`src/rtl/mult256_operand_loader.sv`:
```
// mult256_operand_loader
//
// Upstream operand stage for the 256-bit combinational multiplier. Two
// operands, A then B, are assembled least-significant word first from a
// valid/ready word stream. Once B is complete the operands are held for
// SETTLE_CYCLES clocks so the multiplier output can resolve. op_valid is then
// raised and held until the product capture logic returns op_ack, after which
// the loader re-arms for the next pair.
//
// Ports
//   clk       rising-edge clock
//   rst_n     asynchronous active-low reset
//   clear     synchronous abort/flush; drops any word offered in the same cycle
//   in_data   operand word, least-significant word first
//   in_valid  in_data is valid
//   in_ready  loader accepts a word this cycle (LOAD_A / LOAD_B only)
//   A_out     operand A to the multiplier
//   B_out     operand B to the multiplier
//   op_valid  A_out/B_out loaded and settled
//   op_ack    consumer has captured the product (honoured only while op_valid)
//   busy      a pair is partially or fully loaded and not yet acknowledged
//   word_cnt  words accepted for the current pair, 0..16

module mult256_operand_loader #(
  parameter int WORD_W        = 32,
  parameter int OP_W          = 256,
  parameter int SETTLE_CYCLES = 4
) (
  input  logic              clk,
  input  logic              rst_n,
  input  logic              clear,
  input  logic [WORD_W-1:0] in_data,
  input  logic              in_valid,
  output logic              in_ready,
  output logic [OP_W-1:0]   A_out,
  output logic [OP_W-1:0]   B_out,
  output logic              op_valid,
  input  logic              op_ack,
  output logic              busy,
  output logic [4:0]        word_cnt
);

  localparam int NW    = OP_W / WORD_W;
  localparam int IDX_W = (NW > 1) ? $clog2(NW) : 1;

  localparam logic [IDX_W-1:0] LAST_IDX    = IDX_W'(NW - 1);
  // Settle counter counts down to zero, so it starts one below the hold time.
  localparam logic [7:0]       SETTLE_INIT = (SETTLE_CYCLES > 0) ? 8'(SETTLE_CYCLES - 1) : 8'd0;

  typedef enum logic [1:0] {
    LOAD_A,
    LOAD_B,
    SETTLE,
    PRESENT
  } state_t;

  state_t           state_q;
  state_t           state_d;
  logic [IDX_W-1:0] widx_q;
  logic [7:0]       settle_q;
  logic             accept;
  logic             last_word;

  // Next-state and output decode
  always_comb begin
    state_d   = state_q;
    in_ready  = (state_q == LOAD_A) || (state_q == LOAD_B);
    op_valid  = (state_q == PRESENT);
    busy      = (word_cnt != 5'd0) || (state_q == SETTLE) || (state_q == PRESENT);
    accept    = in_valid && in_ready;
    last_word = (widx_q == LAST_IDX);

    case (state_q)
      LOAD_A: begin
        if (accept && last_word) state_d = LOAD_B;
      end
      LOAD_B: begin
        if (accept && last_word) state_d = (SETTLE_CYCLES > 0) ? SETTLE : PRESENT;
      end
      SETTLE: begin
        if (settle_q == 8'd0) state_d = PRESENT;
      end
      PRESENT: begin
        if (op_ack) state_d = LOAD_A;
      end
      default: state_d = LOAD_A;
    endcase

    // Flush wins over any accept or acknowledge in the same cycle.
    if (clear) state_d = LOAD_A;
  end

  // State register
  always_ff @(posedge clk or negedge rst_n) begin
    if (!rst_n) begin
      state_q <= LOAD_A;
    end else begin
      state_q <= state_d;
    end
  end

  // Operand assembly, word counting and settle timing
  always_ff @(posedge clk or negedge rst_n) begin
    if (!rst_n) begin
      A_out    <= '0;
      B_out    <= '0;
      word_cnt <= 5'd0;
      widx_q   <= '0;
      settle_q <= 8'd0;
    end else if (clear) begin
      A_out    <= '0;
      B_out    <= '0;
      word_cnt <= 5'd0;
      widx_q   <= '0;
      settle_q <= 8'd0;
    end else begin
      if (accept) begin
        if (state_q == LOAD_A) begin
          A_out[widx_q*WORD_W +: WORD_W] <= in_data;
        end else begin
          B_out[widx_q*WORD_W +: WORD_W] <= in_data;
        end
        word_cnt <= word_cnt + 5'd1;
        widx_q   <= last_word ? '0 : widx_q + IDX_W'(1);
      end

      if ((state_q == LOAD_B) && accept && last_word) begin
        settle_q <= SETTLE_INIT;
      end else if ((state_q == SETTLE) && (settle_q != 8'd0)) begin
        settle_q <= settle_q - 8'd1;
      end

      // Operands are deliberately kept on acknowledge; only the count re-arms.
      if ((state_q == PRESENT) && op_ack) begin
        word_cnt <= 5'd0;
      end
    end
  end

endmodule
```
`config.mk`:
```
export PLATFORM = sky130hd
export DESIGN_NAME = mult256_operand_loader
export DESIGN_NICKNAME = d
export VERILOG_FILES = /design/src/rtl/mult256_operand_loader.sv
export SDC_FILE = /design/constraint.sdc
export NUM_CORES = 1
export LEC_CHECK = 0
export CAP_MARGIN = 0
export CELL_PAD_IN_SITES_DETAIL_PLACEMENT = 1
export CELL_PAD_IN_SITES_GLOBAL_PLACEMENT = 2
export CORE_MARGIN = 2
export CORE_UTILIZATION = 31
export CTS_CLUSTER_SIZE = 24
export DETAILED_ROUTE_END_ITERATION = 6
export GPL_TIMING_DRIVEN = 1
export PLACE_DENSITY = 0.81
export SLEW_MARGIN = 20
export SYNTH_ARGS = -nofsm -noshare
export SYNTH_HDL_FRONTEND = slang
export SYNTH_SLANG_ARGS = --single-unit
```
`constraint.sdc`:
```
create_clock -name clk -period 3.5 [get_ports clk]
set_clock_uncertainty 0.2 [all_clocks]
set_input_delay 1.05 -clock clk [delete_from_list [all_inputs] [get_ports clk]]
set_output_delay 1.05 -clock clk [all_outputs]
set_load 0.02 [all_outputs]
```
Yosys cells after proc, flatten, opt, wreduce, memory -nomap -nowiden
Index checks and enable logic that the tools add are counted.
{"block": "classes", "n_addsub": 4, "eq_ne": 9, "shifts": 2, "muxes": 23, "n_reduce_logical": 20}
{"op": "2-to-1 mux 256 bit", "count": 6}
{"op": "bitwise mux 256 bit", "count": 2}
{"op": "variable shift 32 x 34 -> 256 bit (first input constant)", "count": 1}
{"op": "indexed part select 32 x 34 -> 256 bit", "count": 1}
{"op": "negator 8 -> 34 bit", "count": 1}
{"op": "2-to-1 mux 8 bit", "count": 3}
{"op": "2-to-1 mux 5 bit", "count": 3}
{"op": "2-to-1 mux 2 bit", "count": 5}
{"op": "2-to-1 mux 3 bit", "count": 3}
{"op": "!= test 3 x 2 -> 1 bit (second input constant)", "count": 3}
{"op": "zero test 8 bit", "count": 1}
{"op": "case mux 2 bit (4 select lines)", "count": 1}
{"op": "nonzero test 8 bit", "count": 1}
{"op": "subtractor 8 x 1 -> 8 bit (second input constant)", "count": 1}
{"op": "logical AND 1 bit", "count": 6}
{"op": "nonzero test 3 bit", "count": 2}
{"op": "adder 5 x 1 -> 5 bit (second input constant)", "count": 1}
{"op": "nonzero test 5 bit", "count": 1}
{"op": "== test 2 bit (second input constant)", "count": 2}
{"op": "AND reduction 2 bit", "count": 2}
{"op": "AND reduction 4 bit", "count": 1}
{"op": "nonzero test 2 bit", "count": 2}
{"op": "adder 3 x 1 -> 3 bit (second input constant)", "count": 1}
{"op": "== test 3 bit (second input constant)", "count": 1}
{"op": "5 further kinds", "count": 7}
{"block": "totals", "regBits": 530, "input_bits": 37, "out_inout_bits": 520, "wordCells": 64}

Logic depth before layout (Yosys ltp)
Gate-level depths: netlist of the first run.
{"block": "depth", "depth_word": 7, "mapped_depth": 10, "depth_no_buf": 7}

Worst setup path after synthesis of the first run
OpenSTA, ideal clock, no wires.
{"block": "synth_path", "path_kind": "in2reg", "startpoint": "in clear", "endpoint": "reg B_out[85]", "setup_ns": 0.066, "arrival_ns": 2.284, "t_required_ns": 3.234, "setup_slack_ns": 0.950, "stages": 6, "path_buffers": 2, "path_cell_list": "buf_2 > nor4b_2 > nand2_1 > nor3_2 > buf_4 > a22o_1"}
{"block": "synth_via", "elab_chain_len": 2, "word_cells_on_any_way": 4, "classes_between": "1 x eq/ne; 1 x mux; 2 x reduce/logical"}
{"element": "from (decl)", "line_no": "31", "source": "input logic clear,"}
{"element": "!= test 2 bit (no source line) / nonzero test 2 bit (equally long branches)"}
{"element": "AND reduction 2 bit (no source line)"}
{"element": "to (signal, indexed assignment)", "line_no": "121", "source": "B_out[widx_q*WORD_W +: WORD_W] <= in_data;"}
{"element": "to (decl)", "line_no": "36", "source": "output logic [OP_W-1:0] B_out,"}
Several ways; a longest one is shown, not always the timed one.
A chain may end at the register's enable or synchronous reset.

Worst setup path after layout of the first run
{"block": "layout_path", "startpoint": "reg state_q[0]", "endpoint": "out in_ready"}
{"block": "layout_via", "elab_chain_len": 2, "word_cells_on_any_way": 3, "classes_between": "1 x eq/ne; 2 x reduce/logical"}
{"element": "from (decl)", "line_no": "57", "source": "state_t state_q;"}
{"element": "from (signal assigned)", "line_no": "98", "source": "state_q <= state_d;"}
{"element": "== test 2 x 1 -> 1 bit / zero test 2 bit (equally long branches)", "line_no": "67", "source": "in_ready = (state_q == LOAD_A) || (state_q == LOAD_B);"}
{"element": "logical OR 1 bit *", "line_no": "67"}
{"element": "to (decl)", "line_no": "34", "source": "output logic in_ready,"}
Every way passes the cells marked *; elsewhere a longest branch is shown, timed or not.

==> summary.md, run 1 <==
| Metric | Value |
|---|---|
| Status | `finished clean` |
| Core area | `between 0.06 and 0.07 mm²` |
| FF+latch area | `approximately 0.013 mm²` |
| MaxCap Viol Count | `0` |
| Final hold vios | `0` |
| Final period util | `a little over nine tenths` |
| Die width | `260 µm` |
| Height of the die | `~260 µm` |
| Async S/R FF share, synth | `100%` |
| Post-synth EDFFs | `0` |
| Post-route ant nets | `0` |
| CP Data Required Time | `between 2 and 2.5 ns` |
| Max-slew violations | `0` |
| Initial Utilization | `between 30% and 40%` |
| Clock Pin Slew Worst Setup and Hold Paths | `approximately 0.060 ns` |
| Root Driver | `clkbuf_16` |
| Routed WL | `84,900 µm` |
| Peak Freq | `just under 300 MHz` |
| DP Wirelength | `56,800 µm` |
| Syn avg cell area | `12.3 µm²` |
| Clock Path Buffers | `3` |
| Synth top cells by count | `dfrtp_1 (530), a22o_1 (380), nand2_1 (204)` |
| Type of the most critical hold path | `input port to async pin` |
| Slew HR | `a little under a third` |
| H-tree levels | `2` |
| CP Launch Type | `flop` |
| Power Total | `between 10 and 15 mW` |
| PD cells | `approximately 480 mW/mm²` |
| Crit-path max cell delay | `a little under 0.4 ns` |
| Vias per Instance | `5.32` |
| Synth Instances | `1,654` |
| Clock Sinks | `530` |
| Vias in the first global route | `17,400` |
| Area Growth Syn to Fin | `44.2%` |
| Synthesis Warnings | `0` |
| Crit path max fanout | `8` |
| Worst setup EP type | `primary output` |
| Fill count | `~6,700` |
| Clock network latency to the later pin of the worst-skew pair | `between 0.6 and 0.7 ns` |
| GRT overflow | `0` |
| DR WL/cell | `approximately 28 µm` |
| Port bufs | `around 560` |
| Top-area cell type share of the netlist area | `between 60 and 70%` |
| Synth Cell Area | `between 0.02 and 0.025 mm²` |
| Non-Filler Instances | `between 3,000 and 4,000` |
| Peak supply drop | `between 500 and 600 µV` |
| Vias | `16,400` |
| Critical Path Slowest Stage Cell | `dfrtp_1` |
| Die footprint | `0.0675 mm²` |
| DR pass1 iterations | `5` |
| P_leak | `12.8 nW` |
| Sequential fraction of the synthesis area | `65.3%` |
| RSZ-0062 raised after global routing | `no` |
| Initial drt markers | `roughly 960` |
| Largest cells by area after synthesis | `dfrtp_1 (65%), a22o_1 (16%), nand2_1 (3.8%), a21oi_1 (2.0%), clkbuf_1 (1.8%)` |
| Post-Place Setup Slack | `-0.0639 ns` |
| CTS Buf Count | `between 50 and 60` |
| Final worst slack | `between 0.1 and 0.15 ns` |
| Worst Hold Slack | `approximately 0.23 ns` |
| Top cell type by total area after synthesis | `dfrtp_1` |
| DRC errors left | `0` |
| CP Class | `flop to primary output` |
| Layout Nets | `about 2,200` |
| Yosys reg bits | `530` |
| Count leader, synth | `dfrtp_1` |
| Area of the multi-input gates | `about 0.0063 mm²` |
| Net count after synthesis | `about 1,700` |
| I/O pin count | `roughly 560` |
| Total setup buffers inserted after CTS | `0` |
| Primary FF master, synth | `dfrtp_1` |
| Largest net degree at the start of global routing | `85` |
| TritonCTS clock tree | `done` |
| Worst slew pin tran | `about 1.0 ns` |
| Share of cells above drive strength 1 | `10.7%` |
| Initial antenna violation count | `1` |
| Crit-path cells | `inv_1 > ha_1 > or2_2 > dlygate4sd2_1` |
| Placed cell count | `2,975` |
| Setup Viol. Count Final | `0` |
| Final Core Density | `between 40% and 50%` |
| Crit path DAT | `about 2.1 ns` |
| Crit path time final | `roughly 3.4 ns` |
| Global Route Usage Sum | `roughly a quarter` |
| Gpl congestion | `between 0.8 and 0.9` |
| Synth cell types | `50` |
| FP Rows | `between 90 and 100` |
| First-pass GRT wire length | `approximately 120,000 µm` |
per-stage QoR:
stage / cell area (µm²) / TNS [ns]
after floorplan: 20300 / 0
after global placement: 27200 / 0
after detailed placement: 27200 / -3.36
after CTS: 29300 / 0
after global routing: 29300 / 0
final: 29300 / 0
what timing repair did:
action,in CTS,in global routing
hold buffers,0,0
resized for setup,4,0
endpoints found under the setup margin,2,0
state kept, by name (all words and copies together), names as in the netlist:
register	count
settle_q	8
A_out	256
widx_q	3
B_out	256
word_cnt	5
state_q	2
critical path: cells and delay by family, from the launching register on:
family                     cells  cell delay, ns
buffers and inverters          2            0.44
adders and majority gates      1            0.29
and+or+nand+nor                1            0.38
DFF                            1            0.39
cells in the final DEF (no fill, tap or decap), types with 4 or more instances in the layout:
cell	synthesis	layout
ha_1	15	14
clkinvlp_4	0	6
xor2_1	8	8
clkbuf_8	0	10
nor3_4	3	5
nor2_1	33	25
nand3_1	41	41
clkdlybuf4s50_1	0	550
clkbuf_1	96	9
nand4_1	6	6
dfrtp_1	530	530
nor2_4	0	9
nor3_1	4	4
a21oi_4	0	6
inv_1	43	43
a22o_1	380	380
o21ai_0	68	68
nand2_1	204	204
bufinv_16	0	9
clkinv_2	0	11
a21oi_1	80	74
inv_6	0	4
buf_12	0	17
clkbuf_16	0	58
nor2b_1	8	8
buf_4	7	75
cell type report:
cell class                 instances  area share (%)
antenna                            1         0.00855
clock buffer                      77            5.55
clock inverter                    32            1.47
inverter                          43           0.552
multi-input combinational        900            21.4
sequential                       530            45.3
tap                              855            3.66
timing repair buffer             647            22.0
path summary, 6_finish.rpt:
| check | startpoint | to | slack [ns] | cells after the start |
|---|---|---|---|---|
| worst min-delay path | rst_n | A_out[118] | 0.23 | 1 |
| max in group asynchronous | rst_n | A_out[23] | 1.89 | 2 |
| worst max register to register | widx_q[1] | B_out[203] | 0.24 | 6 |
| min in group clk | A_out[8] | A_out[8] | 0.29 | 2 |
| worst min register to register | A_out[8] | A_out[8] | 0.29 | 2 |
| worst max-delay path | state_q[0] | in_ready | 0.14 | 4 |
logic make-up after synthesis:
kind of cell / Yosys count / synth area share [%]
buffers and inverters: 224 / 4.85
adders and majority gates: 15 / 0.925
xor gates and xnor gates: 9 / 0.388
DFF: 530 / 65.3
and+or+nand+nor: 329 / 7.39
muxes: 4 / 0.247
AOI/OAI and AO/OA: 543 / 20.9
layer usage:
metal,track usage (%),up-vias,share of wire (%)
met1,30.9,8653,41
met2,40.3,652,48
met5,0,-,0
met4,8.97,0,3.7
li1,-,6945,-
met3,7.02,157,7.9
report_power, final:
part / switching (mW) / internal [mW] / total [mW]
Sequential: 0.0545 / 6.20 / 6.26
Combinational: 0.897 / 0.346 / 1.24
Clock: 2.65 / 3.93 / 6.59
Note: power is estimated with default switching activity, not from simulation.
==> run 2: changes to the inputs <==
Settings changed: CELL_PAD_IN_SITES_DETAIL_PLACEMENT 1 to default, CELL_PAD_IN_SITES_GLOBAL_PLACEMENT 2 to default, CORE_AREA from default to 2 2 215 217, CORE_MARGIN 2 to default, CORE_UTILIZATION 31 to default, DIE_AREA from default to 0 0 217 219, PLACE_DENSITY 0.81 to 0.76.
==> run 2 against run 1 <==
Against the previous run:
- critical path depth up 1
- register-to-register slack got worse by 0.02 ns
- worst setup slack gained 0.0037 ns
- clock power down 9.0%
- critical endpoint is now busy
- largest power group is now sequential cells
==> summary.md, run 2 (same netlist as run 1, synthesis figures left out) <==
| Metric | Value |
|---|---|
| Status | `finished clean` |
| Clock Sinks | `530` |
| Slew HR | `between 20% and 30%` |
| Initial drt markers | `around 1,600` |
| DR WL/cell | `about 27 µm` |
| Reg2reg path depth | `6` |
| P_leak | `roughly 13 nW` |
| Setup Viol. Count Final | `0` |
| Clock Path Buffers | `3` |
| FF+latch area | `0.0133 mm²` |
| CP Data Required Time | `2.25 ns` |
| Vias in the first global route | `approximately 17,000` |
| GRT overflow | `0` |
| Root Driver | `clkbuf_16` |
| Cell Area, Placed | `roughly 0.027 mm²` |
| Reg power frac | `approximately 46%` |
| Global Route Usage Sum | `between 30% and 40%` |
| Area of the multi-input gates | `0.00625 mm²` |
| H-tree levels | `2` |
| Clock Pin Slew Worst Setup and Hold Paths | `around 0.060 ns` |
| Type of the most critical hold path | `input port to async pin` |
| Final hold vios | `0` |
| First-pass GRT wire length | `109,000 µm` |
| Power Internal | `10.1 mW` |
| TritonCTS clock tree | `done` |
| Clock network latency to the later pin of the worst-skew pair | `roughly 0.58 ns` |
| Fill count | `3,386` |
| Die footprint | `between 0.04 and 0.05 mm²` |
| Peak Freq | `just under 300 MHz` |
| Largest net degree at the start of global routing | `90` |
| Worst setup EP type | `primary output` |
| Crit path max fanout | `8` |
| Crit path time final | `3.36 ns` |
| CP Launch Type | `flop` |
| Area Growth Syn to Fin | `41.7%` |
| DRC errors left | `0` |
| Max-slew violations | `0` |
| Final Core Density | `between 60% and 70%` |
| Vias per Instance | `a little under 6` |
| Share of cells above drive strength 1 | `under 10%` |
| Port bufs | `between 500 and 600` |
| Gpl congestion | `0.884` |
| Clk pwr share | `44.5%` |
| Initial antenna violation count | `1` |
| Final period util | `96.0%` |
| Switching pwr | `about 3.3 mW` |
| MaxCap Viol Count | `0` |
| DP Wirelength | `around 50,000 µm` |
| Routed WL | `approximately 75,000 µm` |
| # hold bufs at CTS | `0` |
| Leading registers by flop count | `A_out (256), B_out (256), settle_q (8)` |
| DR pass1 iterations | `5` |
| CTS Buf Count | `54` |
| Combinational power share | `under 10%` |
| FP Rows | `78` |
| Commonest non-fill, non-tap cells in the layout | `clkdlybuf4s50_1 (552), dfrtp_1 (530), a22o_1 (380), nand2_1 (204), a21oi_1 (74)` |
| Fin area | `~0.029 mm²` |
| Switching Share | `24.7%` |
| CP Class | `flop to primary output` |
| I/O pin count | `557` |
| Initial Utilization | `between 40% and 50%` |
| Die width | `roughly 220 µm` |
| Commonest non-fill, non-tap cell in the layout | `clkdlybuf4s50_1` |
| Peak supply drop | `375 µV` |
| Vias | `roughly 17,000` |
| Worst slew pin tran | `1.15 ns` |
| Layout Nets | `approximately 2,200` |
| Crit path DAT | `approximately 2.1 ns` |
| PD cells | `~470 mW/mm²` |
| Core area | `between 0.04 and 0.05 mm²` |
| Post-route ant nets | `0` |
| Height of the die | `around 220 µm` |
| RSZ-0062 raised after global routing | `no` |
[run 2: cell types whose count changed in the layout (fill, tap and decap cells not counted), sizes merged]
| cell | previous run | this run |
|---|---|---|
| bufinv | 9 | 7 |
| buf | 95 | 91 |
| clkinvlp | 6 | 1 |
| clkdlybuf4s50 | 550 | 552 |
| clkinv | 13 | 7 |
[run 2: layer usage]
metal / part of all wire [%] / vias up / GRT usage (%)
met5: 0 / - / 0
met4: 4.6 / 0 / 14.2
met3: 9.9 / 189 / 8.63
met2: 47 / 928 / 49.6
met1: 38 / 8503 / 39.1
li1: - / 6944 / -
[run 2: through the flow]
| stage | worst slack [ns] | hold slack (ns) | instances | total power [mW] | TNS, ns |
|---|---|---|---|---|---|
| detailed placement | -0.109 | 0.271 | 2718 | 7.58 | -8.08 |
| finish | 0.141 | 0.266 | 2815 | 13.5 | 0 |
| global placement | -0.0172 | 0.262 | 2718 | 7.55 | -0.364 |
| global route | 0.0551 | 0.288 | 2815 | 13.9 | 0 |
| CTS | 0.0377 | 0.246 | 2814 | 13.5 | 0 |
| floorplan | 0.950 | 0.306 | 1654 | 6.91 | 0 |
[run 2: path summary, 6_finish.rpt]
path | from | slack (ns) | to
setup / recovery | state_q[0] | 0.14 | busy
hold / removal | rst_n | 0.27 | B_out[72]
setup reg to reg | widx_q[1] | 0.22 | B_out[197]
hold reg to reg | A_out[28] | 0.28 | A_out[28]
max in group asynchronous | rst_n | 1.90 | A_out[209]
min in group clk | A_out[28] | 0.28 | A_out[28]
[run 2: cell type report]
type,instances,area share (%)
antenna,1,0.00870
clock buffer,77,5.38
clock inverter,19,1.01
inverter,43,0.561
multi-input combinational,900,21.7
sequential,530,46.1
tap,600,2.61
timing repair buffer,645,22.6
[run 2: critical path: stages, from the launching register on]
cell and delay, ns:
dfrtp_1 0.39, inv_1 0.09, ha_1 0.33, nor4b_2 0.27
nand2_1 0.10, dlygate4sd2_1 0.34
[run 2: power by group through the flow]
stage          Clock (mW)  Combinational, mW  Sequential (mW)
2_1_floorplan           0              0.452             6.46
3_3_place_gp            0               1.19             6.36
3_5_place_dp            0               1.21             6.37
4_1_cts              6.06               1.22             6.26
5_1_grt              6.31               1.30             6.26
6_report             6.00               1.22             6.26
[run 2: what timing repair did]
action / in CTS / in global routing
endpoints found under the setup margin: 2 / 1
gates cloned: 0 / 0
buffers inserted: 0 / 0
resized for setup: 2 / 1
pin swaps: 0 / 0
==> run 3: changes to the inputs <==
Settings changed: CORE_AREA 2 2 215 217 to default, CORE_MARGIN from default to 2, CORE_UTILIZATION from default to 30, DIE_AREA 0 0 217 219 to default, PLACE_DENSITY 0.76 to 0.55.
==> run 3 against run 2 <==
Against the previous run:
- final area is 2.2% higher
- combinational power hardly changed
- sequential power hardly changed
- critical path type unchanged
- maximum frequency is 0.93% higher
- worst setup slack better by 0.031 ns
- via count is 3.7% lower
- critical endpoint is now in_ready
- routed wire length is 8.9% higher
- non-clock buffer count is 6 higher
- largest power group is now clock
==> summary.md, run 3 (same netlist as run 1, synthesis figures left out) <==
| Metric | Value |
|---|---|
| CP Class | `flop to primary output` |
| Leading registers by flop count | `A_out (256), B_out (256), settle_q (8)` |
| Fill count | `6,151` |
| Initial Utilization | `between 30 and 40%` |
| Die width | `roughly 260 µm` |
| DP Wirelength | `about 55,000 µm` |
| Met1 Wirelength | `approximately 34,000 µm` |
| Root Driver | `clkbuf_16` |
| Largest net degree at the start of global routing | `95` |
| Crit path time final | `around 3.3 ns` |
| Clk pwr share | `a little under half` |
| Flop2flop setup slack | `~0.27 ns` |
| CP Launch Type | `flop` |
| Non-Filler Instances | `a little over 3,000` |
| Vias per Instance | `about 5.1` |
| I/O pin count | `approximately 560` |
| Port bufs | `556` |
| GRT overflow | `0` |
| # hold bufs at CTS | `0` |
| Clock Pin Slew Worst Setup and Hold Paths | `about 0.060 ns` |
| Met3 WL | `6480 µm` |
| RSZ-0062 raised after global routing | `no` |
| CTS Buf Count | `57` |
| Setup Viol. Count Final | `0` |
| DR WL/cell | `26.3 µm` |
| Switching pwr | `3.50 mW` |
| Worst setup EP type | `primary output` |
| Slew HR | `between 20 and 30%` |
| Worst Hold Slack | `between 0.15 and 0.2 ns` |
| Reg power frac | `around 45%` |
| DR pass1 iterations | `5` |
| FP Rows | `95` |
| Status | `finished clean` |
| CP Data Required Time | `2.25 ns` |
| Worst slew pin tran | `1.06 ns` |
| MaxCap Viol Count | `0` |
| Vias | `about 16,000` |
| Final worst slack | `0.172 ns` |
| Peak Freq | `~300 MHz` |
| Commonest non-fill, non-tap cell in the layout | `clkdlybuf4s50_1` |
| Vias in the first global route | `about 16,000` |
| Placed cell count | `2,997` |
| Total setup buffers inserted after CTS | `0` |
| DRC errors left | `0` |
| Global Route Usage Sum | `between 20% and 30%` |
| Type of the most critical hold path | `input port to async pin` |
| Final hold vios | `0` |
| Clock Sinks | `530` |
| P_leak | `approximately 13 nW` |
| First-pass GRT wire length | `~120,000 µm` |
| Commonest non-fill, non-tap cells in the layout | `clkdlybuf4s50_1 (552), dfrtp_1 (530), a22o_1 (380), nand2_1 (204), a21oi_1 (74)` |
| Share of cells above drive strength 1 | `approximately a tenth` |
| Clock Path Buffers | `3` |
| Die footprint | `around 0.07 mm²` |
| Top Layer Used | `met5` |
| Cell Area, Placed | `approximately 0.027 mm²` |
| Crit path max fanout | `8` |
| Crit path DAT | `approximately 2.1 ns` |
| PD cells | `between 400 and 500 mW/mm²` |
| Switching Share | `between 20% and 30%` |
| Layout Nets | `about 2,200` |
| Height of the die | `about 260 µm` |
| Post-Place Setup Slack | `-0.0724 ns` |
| Max-slew violations | `0` |
| Initial antenna violation count | `5` |
| Gpl congestion | `between 0.7 and 0.8` |
| Fin area | `around 0.029 mm²` |
| Final period util | `approximately 95%` |
| Clock network latency to the later pin of the worst-skew pair | `0.61 ns` |
| Power Internal | `around 10 mW` |
| Post-route ant nets | `0` |
| Core area | `0.0670 mm²` |
| Routed wl met2 | `slightly below 40,000 µm` |
| Initial drt markers | `approximately 1,300` |
| Combinational power share | `9.0%` |
| Area Growth Syn to Fin | `44.8%` |
| TritonCTS clock tree | `done` |
| H-tree levels | `2` |
| Peak supply drop | `about 360 µV` |
| Routed WL | `a little over 80,000 µm` |
run 3: cell count changes in the layout (fill, tap and decap cells not counted), sizes merged:
cell,change
buf,+6
clkbuf,+3
clkinv,+3
clkinvlp,+1
diode,+2
run 3: routing by layer:
metal | track usage (%) | up-vias
met5 | 0 | -
met1 | 29.5 | 8180
met2 | 37.3 | 659
met4 | 7.94 | 4
met3 | 6.51 | 137
li1 | - | 6974
run 3: area by class of cell:
| class | count | area [µm²] | share of cell area, % |
|---|---|---|---|
| flip-flops and latches | 530 | 13300 | 45.1 |
| repair buffers | 651 | 6620 | 22.5 |
| multi-input cells | 900 | 6270 | 21.3 |
| clock buffers | 80 | 1680 | 5.70 |
| well taps | 873 | 1090 | 3.72 |
| clock inverters | 23 | 310 | 1.06 |
| inverters | 43 | 161 | 0.549 |
| diodes | 3 | 7.51 | 0.0255 |
run 3: timing repair:
action | in CTS | in global routing
gates resized for setup | 2 | 1
pin swaps | 0 | 0
setup endpoints to repair | 2 | 1
run 3: critical path: stages (launching register included):
cell and delay [ns]:
dfrtp_1 0.39, inv_1 0.09, ha_1 0.28, or2_2 0.35, dlygate4sd2_1 0.37
run 3: per-stage QoR:
stage / power, mW / TNS, ns / util [%]
CTS: 14.1 / 0 / 43.8
finish: 13.9 / 0 / 43.8
detailed placement: 7.64 / -3.57 / 40.9
global route: 14.4 / 0 / 43.8
floorplan: 6.91 / 0 / -
global placement: 7.62 / -1.68 / 40.9
run 3: path summary, 6_finish.rpt:
check	cells after the start	from	end
hold reg to reg	2	A_out[9]	A_out[9]
max in group asynchronous	2	rst_n	A_out[210]
hold / removal	1	rst_n	A_out[108]
min in group clk	2	A_out[9]	A_out[9]
setup / recovery	4	state_q[0]	in_ready
setup reg to reg	6	widx_q[1]	B_out[233]
run 3: power groups by stage:
| stage | clock (mW) | combinational [mW] | sequential (mW) |
|---|---|---|---|
| CTS | 6.54 | 1.27 | 6.26 |
| global placement | 0 | 1.26 | 6.37 |
| finish | 6.40 | 1.25 | 6.26 |
| detailed placement | 0 | 1.27 | 6.37 |
| floorplan | 0 | 0.452 | 6.46 |
| global route | 6.81 | 1.34 | 6.27 |
